File: src/rtl/period_meter_pkg.sv
// Shared definitions for the period meter: state encoding and default counter width.
package period_meter_pkg;

  localparam int unsigned DEFAULT_WIDTH = 9;
  localparam int unsigned PERIOD_MAX    = (1 << DEFAULT_WIDTH) - 1;

  typedef enum logic {
    IDLE    = 1'b0,
    MEASURE = 1'b1
  } state_e;

endpackage

File: src/rtl/period_meter_sat_counter.sv
// Saturating interval counter with synchronous clear-to-0, clear-to-1 and a sticky sat flag.
module sat_counter #(
  parameter int unsigned WIDTH = 9
) (
  input  logic             clock,
  input  logic             reset,
  input  logic             clear_zero,
  input  logic             clear_one,
  input  logic             incr,
  output logic [WIDTH-1:0] count,
  output logic             sat
);

  localparam logic [WIDTH-1:0] CountMax = {WIDTH{1'b1}};

  always_ff @(posedge clock) begin
    if (!reset) begin
      count <= '0;
      sat   <= 1'b0;
    end else if (clear_zero) begin
      count <= '0;
      sat   <= 1'b0;
    end else if (clear_one) begin
      count <= {{(WIDTH-1){1'b0}}, 1'b1};
      sat   <= 1'b0;
    end else if (incr) begin
      // sat flags an interval that ran past the max, not one that just reached it
      if (count == CountMax) begin
        sat <= 1'b1;
      end else begin
        count <= count + 1'b1;
      end
    end
  end

endmodule

File: src/rtl/period_meter.sv
// Measures clock cycles between consecutive pulses; reports each interval with a valid strobe.
module period_meter
  import period_meter_pkg::*;
#(
  parameter int unsigned WIDTH = DEFAULT_WIDTH
) (
  input  logic             clock,
  input  logic             reset,
  input  logic             count_en,
  input  logic             pulse_in,
  output logic [WIDTH-1:0] period_out,
  output logic             period_valid,
  output logic             overflow,
  output logic             busy
);

  state_e           state_q, state_d;
  logic             clear_zero, clear_one, incr, capture;
  logic [WIDTH-1:0] count;
  logic             sat;

  sat_counter #(
    .WIDTH(WIDTH)
  ) u_sat_counter (
    .clock     (clock),
    .reset     (reset),
    .clear_zero(clear_zero),
    .clear_one (clear_one),
    .incr      (incr),
    .count     (count),
    .sat       (sat)
  );

  always_comb begin
    state_d    = state_q;
    clear_zero = 1'b0;
    clear_one  = 1'b0;
    incr       = 1'b0;
    capture    = 1'b0;
    unique case (state_q)
      IDLE: begin
        if (count_en && pulse_in) begin
          state_d   = MEASURE;
          clear_one = 1'b1;
        end else begin
          clear_zero = 1'b1;
        end
      end
      MEASURE: begin
        // count_en outranks a coincident pulse
        if (!count_en) begin
          state_d    = IDLE;
          clear_zero = 1'b1;
        end else if (pulse_in) begin
          capture   = 1'b1;
          clear_one = 1'b1;
        end else begin
          incr = 1'b1;
        end
      end
      default: state_d = IDLE;
    endcase
  end

  always_ff @(posedge clock) begin
    if (!reset) begin
      state_q      <= IDLE;
      period_out   <= '0;
      period_valid <= 1'b0;
      overflow     <= 1'b0;
    end else begin
      state_q      <= state_d;
      period_valid <= capture;
      if (capture) begin
        period_out <= count;
        overflow   <= sat;
      end
    end
  end

  assign busy = (state_q == MEASURE);

endmodule

File: config.mk
export PLATFORM = sky130hd
export DESIGN_NAME = period_meter
export DESIGN_NICKNAME = d
export VERILOG_FILES = /design/src/rtl/period_meter_pkg.sv /design/src/rtl/period_meter_sat_counter.sv /design/src/rtl/period_meter.sv
export SDC_FILE = /design/constraint.sdc
export NUM_CORES = 1
export LEC_CHECK = 0
export ABC_CLOCK_PERIOD_IN_PS = 2500
export BUFFER_PORTS_ARGS = -buffer_cell sky130_fd_sc_hd__clkbuf_2
export CAP_MARGIN = 5
export CORE_MARGIN = 5
export CORE_UTILIZATION = 53
export CTS_CLUSTER_DIAMETER = 50
export CTS_CLUSTER_SIZE = 28
export DETAILED_ROUTE_END_ITERATION = 16
export PLACE_DENSITY = 0.76
export SLEW_MARGIN = 0
export SYNTH_ARGS = -nofsm -noshare
export SYNTH_HDL_FRONTEND = slang
export SYNTH_HIERARCHICAL = 1
export SYNTH_SLANG_ARGS = --single-unit
File: constraint.sdc
create_clock -name clock -period 2.5 [get_ports clock]
set_clock_uncertainty 0.1 [all_clocks]
set_input_delay 0.5 -clock clock [delete_from_list [all_inputs] [get_ports clock]]
set_output_delay 0.5 -clock clock [all_outputs]
set_load 0.01 [all_outputs]
==> flow_summary.yaml, run 1 <==
status:
  status: "completed"
power_and_ir_drop:
  powerDensity_nw_per_um2: 501
  vdd_ir_drop_max_v: 0.000232
  p_leak_nw: 0.373
final_layout:
  drive_above_1_share_pct: 20.3
  fin_nets: 126
  final_area_um2: 1040
  synthToLayoutAreaGrowth_pct: 10.6
  mostFrequentLayoutCells: "23 x nand2_1, 22 x dfxtp_1, 15 x clkbuf_2, 12 x mux2i_1, 7 x a21oi_1"
  final_common_cell: "nand2_1"
  antenna-diode-count: 0
hold_path:
  holdCritPathClass: "flip-flop to flip-flop"
  hold_path.startpoint: "period_out[3]"
  min_to: "period_out[3]"
  holdPathStages: 2
routing:
  dr_total_vias: 724
  drc: 0
  highest_layer: "met4"
  wl_met2_um: 824
  dr_wl_met3_um: 54
  routed_wl_mm: 1.74
  first_pass_iters: 4
  wl_met1_um: 846
  via_per_inst: 5.06
  antenna_left: 0
  drtIter0Drc: 12
  wire_per_inst_um: 12.2
yosys:
  yosys.area.top_type: "dfxtp_1"
  synth_cell_types: 25
  ys_seq_area_share_pct: 46.7
  ys_warn_count: 6
  syn_inst: 104
  yosys-top-cells-area: "dfxtp_1 47%, mux2i_1 13%, nand2_1 9.2%, a21oi_1 3.7%, ha_1 2.7%"
  syn_area_per_cell_um2: 9.06
  synth_area_um2: 942
  synth_top_area_share_pct: 46.7
  synth_nets: 110
  yosys_register_bits: 22
grt:
  grt_start_max_net_pins: 24
  track_usage_pct: 14.6
  overflow: 0
  grt_pass1_vias: 678
  grt_pass1_wl_mm: 2.89
  antenna_found_initial: 0
place:
  dp_hpwl_mm: 1.31
  gp_congestion: 0.695
  port_buffers: 15
  placed_cell_area_um2: 1020
worst_setup_path:
  r2r_end: "u_sat_counter/count[3]"
  rr_worst_depth: 7
  setup.worst_path.start_class: "flip-flop"
  critPathCaptureType: "flip-flop"
  rr_startpoint: "u_sat_counter/count[0]"
  critPathMaxFanout: 6
  crit_type: "flip-flop to flip-flop"
  worstPathArrival_ps: 2060
  rrSetupSlack_ps: 570
  required_ps: 2630
die:
  die_h_um: 52.2
  initial_utilization_pct: 55.2
  ioPinCount: 16
  die_x_um: 52.2
  num_rows: 15
  die_area_um2: 2720
  core_um2: 1710
timing:
  finalSetupViolCount: 0
  fin_tns_setup_ps: 0
  finalHoldViolCount: 0
  fmax_ghz: 0.517
  period_minus_slack_ps: 1930
  worst_pin_slew_ps: 392
  relSlewSlack_pct: 73.9
  slew_violations: 0
  rsz0062_at_grt: "no"
  fin_crit_sh_pct: 77.4
cts:
  cts_root_buf: "clkbuf_4"
  post-cts-setup-buffers: 0
  cts_tree: "done"
  cts.sinks: 22
  cts-hold-fix-buffers: 0
  cts_resized: 0
  clock_path_buffers: 2
  htreeDepth: 1
  clkLatencyLatePin_ps: 290
  cts.clk_slew.worst_paths_ps: 110
  cts_inserted_buffers: 3
job:
  max_cap_viol_count: 0
metrics by stage:
step / worst slack, ps / hold slack [ps] / util (%) / instances / total power (W)
final: 566 / 366 / 61.0 / 143 / 0.000522
after floorplan: 729 / 337 / - / 104 / 0.000376
after detailed placement: 609 / 347 / 59.7 / 140 / 0.000382
after CTS: 571 / 365 / 61.0 / 143 / 0.000530
after global placement: 663 / 343 / 59.7 / 140 / 0.000381
after global routing: 397 / 383 / 61.0 / 143 / 0.000545
cells by family after synthesis:
group                      share of synthesized area (%)
and+or+nand+nor                                     24.2
DFF                                                 46.7
AOI/OAI and AO/OA                                   7.17
muxes                                               12.7
buffers and inverters                               4.65
xor gates and xnor gates                            1.86
adders and majority gates                           2.66
report_power, final:
part / total (W) / switching [W] / internal, W
clock network: 0.000149 / 0.0000930 / 0.0000561
registers: 0.000353 / 0.00000128 / 0.000352
logic: 0.0000203 / 0.0000131 / 0.00000718
critical path, stage by stage, from the launching register on:
cell and delay [ps]:
dfxtp_1 360, ha_1 220, nand2_1 70, nor3_1 40, ha_1 210, nand4b_1 270
or3_2 460, a21oi_1 140
how the worst max path moves through the flow:
stage,start,to,cells after the start
after floorplan,u_sat_counter/count[0],u_sat_counter/count[3],7
after global placement,u_sat_counter/count[0],u_sat_counter/count[3],7
after detailed placement,u_sat_counter/count[0],u_sat_counter/count[7],7
after CTS,u_sat_counter/count[0],u_sat_counter/count[7],7
after global routing,u_sat_counter/count[0],u_sat_counter/count[7],7
final,u_sat_counter/count[0],u_sat_counter/count[3],7
per-layer routing:
layer	vias up	GRT usage, %
met5	-	0
met4	0	8.94
met3	2	2.58
met2	10	24.3
met1	333	17.2
li1	379	-
cell type report:
cell class	count	area, µm²
Fill cell	157	666
Multi-Input combinational cell	74	458
Sequential cell	22	440
Timing Repair Buffer	15	75.1
Tap cell	25	31.3
Clock buffer	3	22.5
Inverter	4	15.0
registers in the layout (all words and copies together) (netlist names):
register,flops
period_valid,1
period_out,9
overflow,1
u_sat_counter/sat,1
u_sat_counter/count,9
busy,1
cells in the mapped netlist (all sizes together):
master / instances
clkbuf: 1
mux2i: 12
a21oi: 7
nand2: 23
and3: 1
ha: 2
nor3: 1
or4: 1
inv: 4
nand2b: 2
o21ai: 5
o31ai: 1
dfxtp: 22
nor2: 6
nand4: 1
nand3: 1
and2: 2
nor2b: 1
buf: 3
xnor2: 2
nand4b: 1
or3: 4
nand3b: 1
(Power assumes the default switching activity.)
==> run 2: changes to the inputs <==
--- a/config.mk
+++ b/config.mk
@@ -5,15 +5,17 @@
 export SDC_FILE = /design/constraint.sdc
 export NUM_CORES = 1
 export LEC_CHECK = 0
-export ABC_CLOCK_PERIOD_IN_PS = 2500
+export ABC_AREA = 1
+export ABC_CLOCK_PERIOD_IN_PS = 1750
 export BUFFER_PORTS_ARGS = -buffer_cell sky130_fd_sc_hd__clkbuf_2
 export CAP_MARGIN = 5
+export CORE_ASPECT_RATIO = 0.7
 export CORE_MARGIN = 5
-export CORE_UTILIZATION = 53
+export CORE_UTILIZATION = 48
 export CTS_CLUSTER_DIAMETER = 50
 export CTS_CLUSTER_SIZE = 28
 export DETAILED_ROUTE_END_ITERATION = 16
-export PLACE_DENSITY = 0.76
+export PLACE_DENSITY = 0.72
 export SLEW_MARGIN = 0
 export SYNTH_ARGS = -nofsm -noshare
 export SYNTH_HDL_FRONTEND = slang
==> constraint.sdc (replaced) <==
create_clock -name clock -period 1.75 [get_ports clock]
set_clock_uncertainty 0.1 [all_clocks]
set_input_delay 0.35 -clock clock [delete_from_list [all_inputs] [get_ports clock]]
set_output_delay 0.35 -clock clock [all_outputs]
set_load 0.01 [all_outputs]
==> run 2 against run 1 <==
Effect of this change: via count is 32% higher; total power is 62% higher; area after synthesis is 8.6% higher; fmax is 16% higher; combinational power grew to 2.8 times the previous value; setup slack worse by 480 ps; register-to-register slack worse by 480 ps; largest cell class unchanged.
==> flow_summary.yaml, run 2 <==
place:
  gp_congestion: 0.938
  dp_hpwl_mm: 1.64
  port_buffers: 15
  placed_cell_area_um2: 1170
final_layout:
  final_area_um2: 1240
  fill_cells: 198
  antenna-diode-count: 0
  mostFrequentLayoutCells: "39 x nand2_1, 33 x nor2_1, 21 x inv_1, 18 x dfxtp_1, 15 x clkbuf_2"
  drive_above_1_share_pct: 26.3
  fin_nets: 182
  final_common_cell: "nand2_1"
  top_regs: "period_out x9, u_sat_counter/count x9"
  synthToLayoutAreaGrowth_pct: 21.4
worst_setup_path:
  critPathCaptureType: "flip-flop"
  rr_startpoint: "u_sat_counter/count[1]"
  crit_type: "flip-flop to flip-flop"
  crit_family: "simple AND/OR/NAND/NOR gates"
  r2r_end: "u_sat_counter/count[5]"
  worstPathArrival_ps: 1780
  required_ps: 1860
  path_cells: "ha_4 -> nand2_2 -> nor4_2 -> ha_2 -> inv_2 -> nand2_4 -> nor2_2 -> a21oi_1 -> nor2_1"
  critPathMaxFanout: 8
  rr_worst_depth: 9
  max_stage_delay_ps: 370
  setup.worst_path.start_class: "flip-flop"
  rrSetupSlack_ps: 80
  cp_slowest_cell: "dfxtp_2"
  cp_num_buf_inv: 1
yosys:
  synth_area_um2: 1020
  ys_seq_area_share_pct: 43.0
  yosys_register_bits: 22
  synth_top_area_share_pct: 43.0
  synth_most_common_cell: "nand2_1"
  ys_async_sr_fraction_pct: 0
  synth_cell_types: 20
  synth_edf_count: 0
  yosys-top-cells-area: "dfxtp_1 43%, nand2_1 15%, nor2_1 12%, inv_1 8.1%, nand3_1 3.9%"
  syn_area_per_cell_um2: 6.82
  syn_inst: 150
  ys_warn_count: 6
  ys.flop_type: "dfxtp_1"
  synth_commonest_cells: "40 x nand2_1, 34 x nor2_1, 22 x dfxtp_1, 22 x inv_1, 8 x nand3_1"
  synth_nets: 156
  yosys.area.top_type: "dfxtp_1"
timing:
  relSlewSlack_pct: 73.8
  fmax_ghz: 0.599
  fin_tns_setup_ps: 0
  fin_crit_sh_pct: 95.4
  finalSetupViolCount: 0
  period_minus_slack_ps: 1670
  finalHoldViolCount: 0
  worst_pin_slew_ps: 392
  slew_violations: 0
die:
  die_x_um: 65.2
  initial_utilization_pct: 49.1
  die_area_um2: 3170
  die_h_um: 48.6
  num_rows: 14
  core_um2: 2080
  ioPinCount: 16
cts:
  cts_tree: "done"
  cts.sinks: 22
  cts-hold-fix-buffers: 0
  htreeDepth: 1
  clkLatencyLatePin_ps: 310
  cts.clk_slew.worst_paths_ps: 120
  clock_path_buffers: 2
  cts_inserted_buffers: 3
  cts_root_buf: "clkbuf_4"
grt:
  overflow: 0
  grt_pass1_wl_mm: 3.70
  track_usage_pct: 14.7
  antenna_found_initial: 0
  grt_pass1_vias: 814
  grt_start_max_net_pins: 22
power_and_ir_drop:
  vdd_ir_drop_max_v: 0.000420
  p_leak_nw: 0.606
  powerDensity_nw_per_um2: 683
  finalPower_w: 0.000848
hold_path:
  holdPathStages: 3
  min_to: "busy"
  hold_path.startpoint: "count_en"
  holdCritPathClass: "input port to flip-flop"
routing:
  drc: 0
  dr_total_vias: 959
  via_per_inst: 4.82
  wire_per_inst_um: 11.3
  first_pass_iters: 4
  routed_wl_mm: 2.26
  drtIter0Drc: 22
  antenna_left: 0
job:
  max_cap_viol_count: 0
status:
  status: "completed"
run 2: changes by cell type in the layout (fill, tap and decap cells not counted), moves of 4 or more:
cell,delta
inv_1,+17
dfxtp_2,+4
o21ai_0,-4
dfxtp_1,-4
nor2_1,+27
nand3_1,+7
buf_4,+9
nand2_1,+16
mux2i_1,-12
run 2: worst reg2reg max path, delay by kind of cell, from the launching register on:
family / cells / cell delay [ps]
simple gates: 5 / 530
compound gates: 1 / 140
buf+inv: 1 / 60
flops: 1 / 370
fa+ha+maj: 2 / 380
run 2: area by class of cell:
type	instances	area (µm²)	share of cell area, %
Clock buffer	4	36.3	2.92
Inverter	23	86.3	6.95
Multi-Input combinational cell	102	502	40.4
Sequential cell	22	445	35.9
Tap cell	24	30.0	2.42
Timing Repair Buffer	24	143	11.5
run 2: logic make-up after synthesis:
kind of cell,after synthesis,synth area share (%)
adder cells (fa/ha/maj),2,2.44
buffers and inverters,26,10.5
AO/OA/AOI/OAI,8,4.16
AND/OR/NAND/NOR,92,39.9
flip-flops,22,43.0
run 2: timing repair:
item                       CTS  global route
pin swaps                    0             6
resized for setup            1            11
setup buffers                0             1
cloned                       0             0
setup endpoints to repair    2             8
run 2: worst max path at each step:
stage | from | end | slack (ps) | depth (start not counted)
after detailed placement | u_sat_counter/count[1] | u_sat_counter/count[3] | 10 | 9
after CTS | u_sat_counter/count[0] | u_sat_counter/count[3] | 60 | 9
after floorplan | u_sat_counter/count[0] | u_sat_counter/count[3] | 60 | 9
final | u_sat_counter/count[1] | u_sat_counter/count[5] | 80 | 9
after global routing | u_sat_counter/count[1] | u_sat_counter/count[4] | -10 | 10
after global placement | u_sat_counter/count[3] | u_sat_counter/count[3] | 130 | 8
run 2: power by group:
group / switching (W) / total, W / leakage (nW) / internal [W]
sequential: 0.00000484 / 0.000513 / 0.180 / 0.000508
clock: 0.000151 / 0.000278 / 0.0210 / 0.000127
combinational: 0.0000369 / 0.0000569 / 0.406 / 0.0000199
run 2: metal layers:
layer	track usage [%]	wire [µm]
met1	20.1	1140
met4	2.07	19
met3	4.86	99
met2	22.9	997
met5	0	0
run 2: through the flow:
step / hold slack (ps) / setup WS [ps] / cells / util (%)
2_1_floorplan: 337 / 56.2 / 150 / -
3_3_place_gp: 368 / 127 / 194 / 56.0
3_5_place_dp: 371 / 11.8 / 194 / 56.0
4_1_cts: 242 / 60.1 / 198 / 58.0
5_1_grt: 260 / -13.5 / 199 / 59.6
6_report: 247 / 81.3 / 199 / 59.6
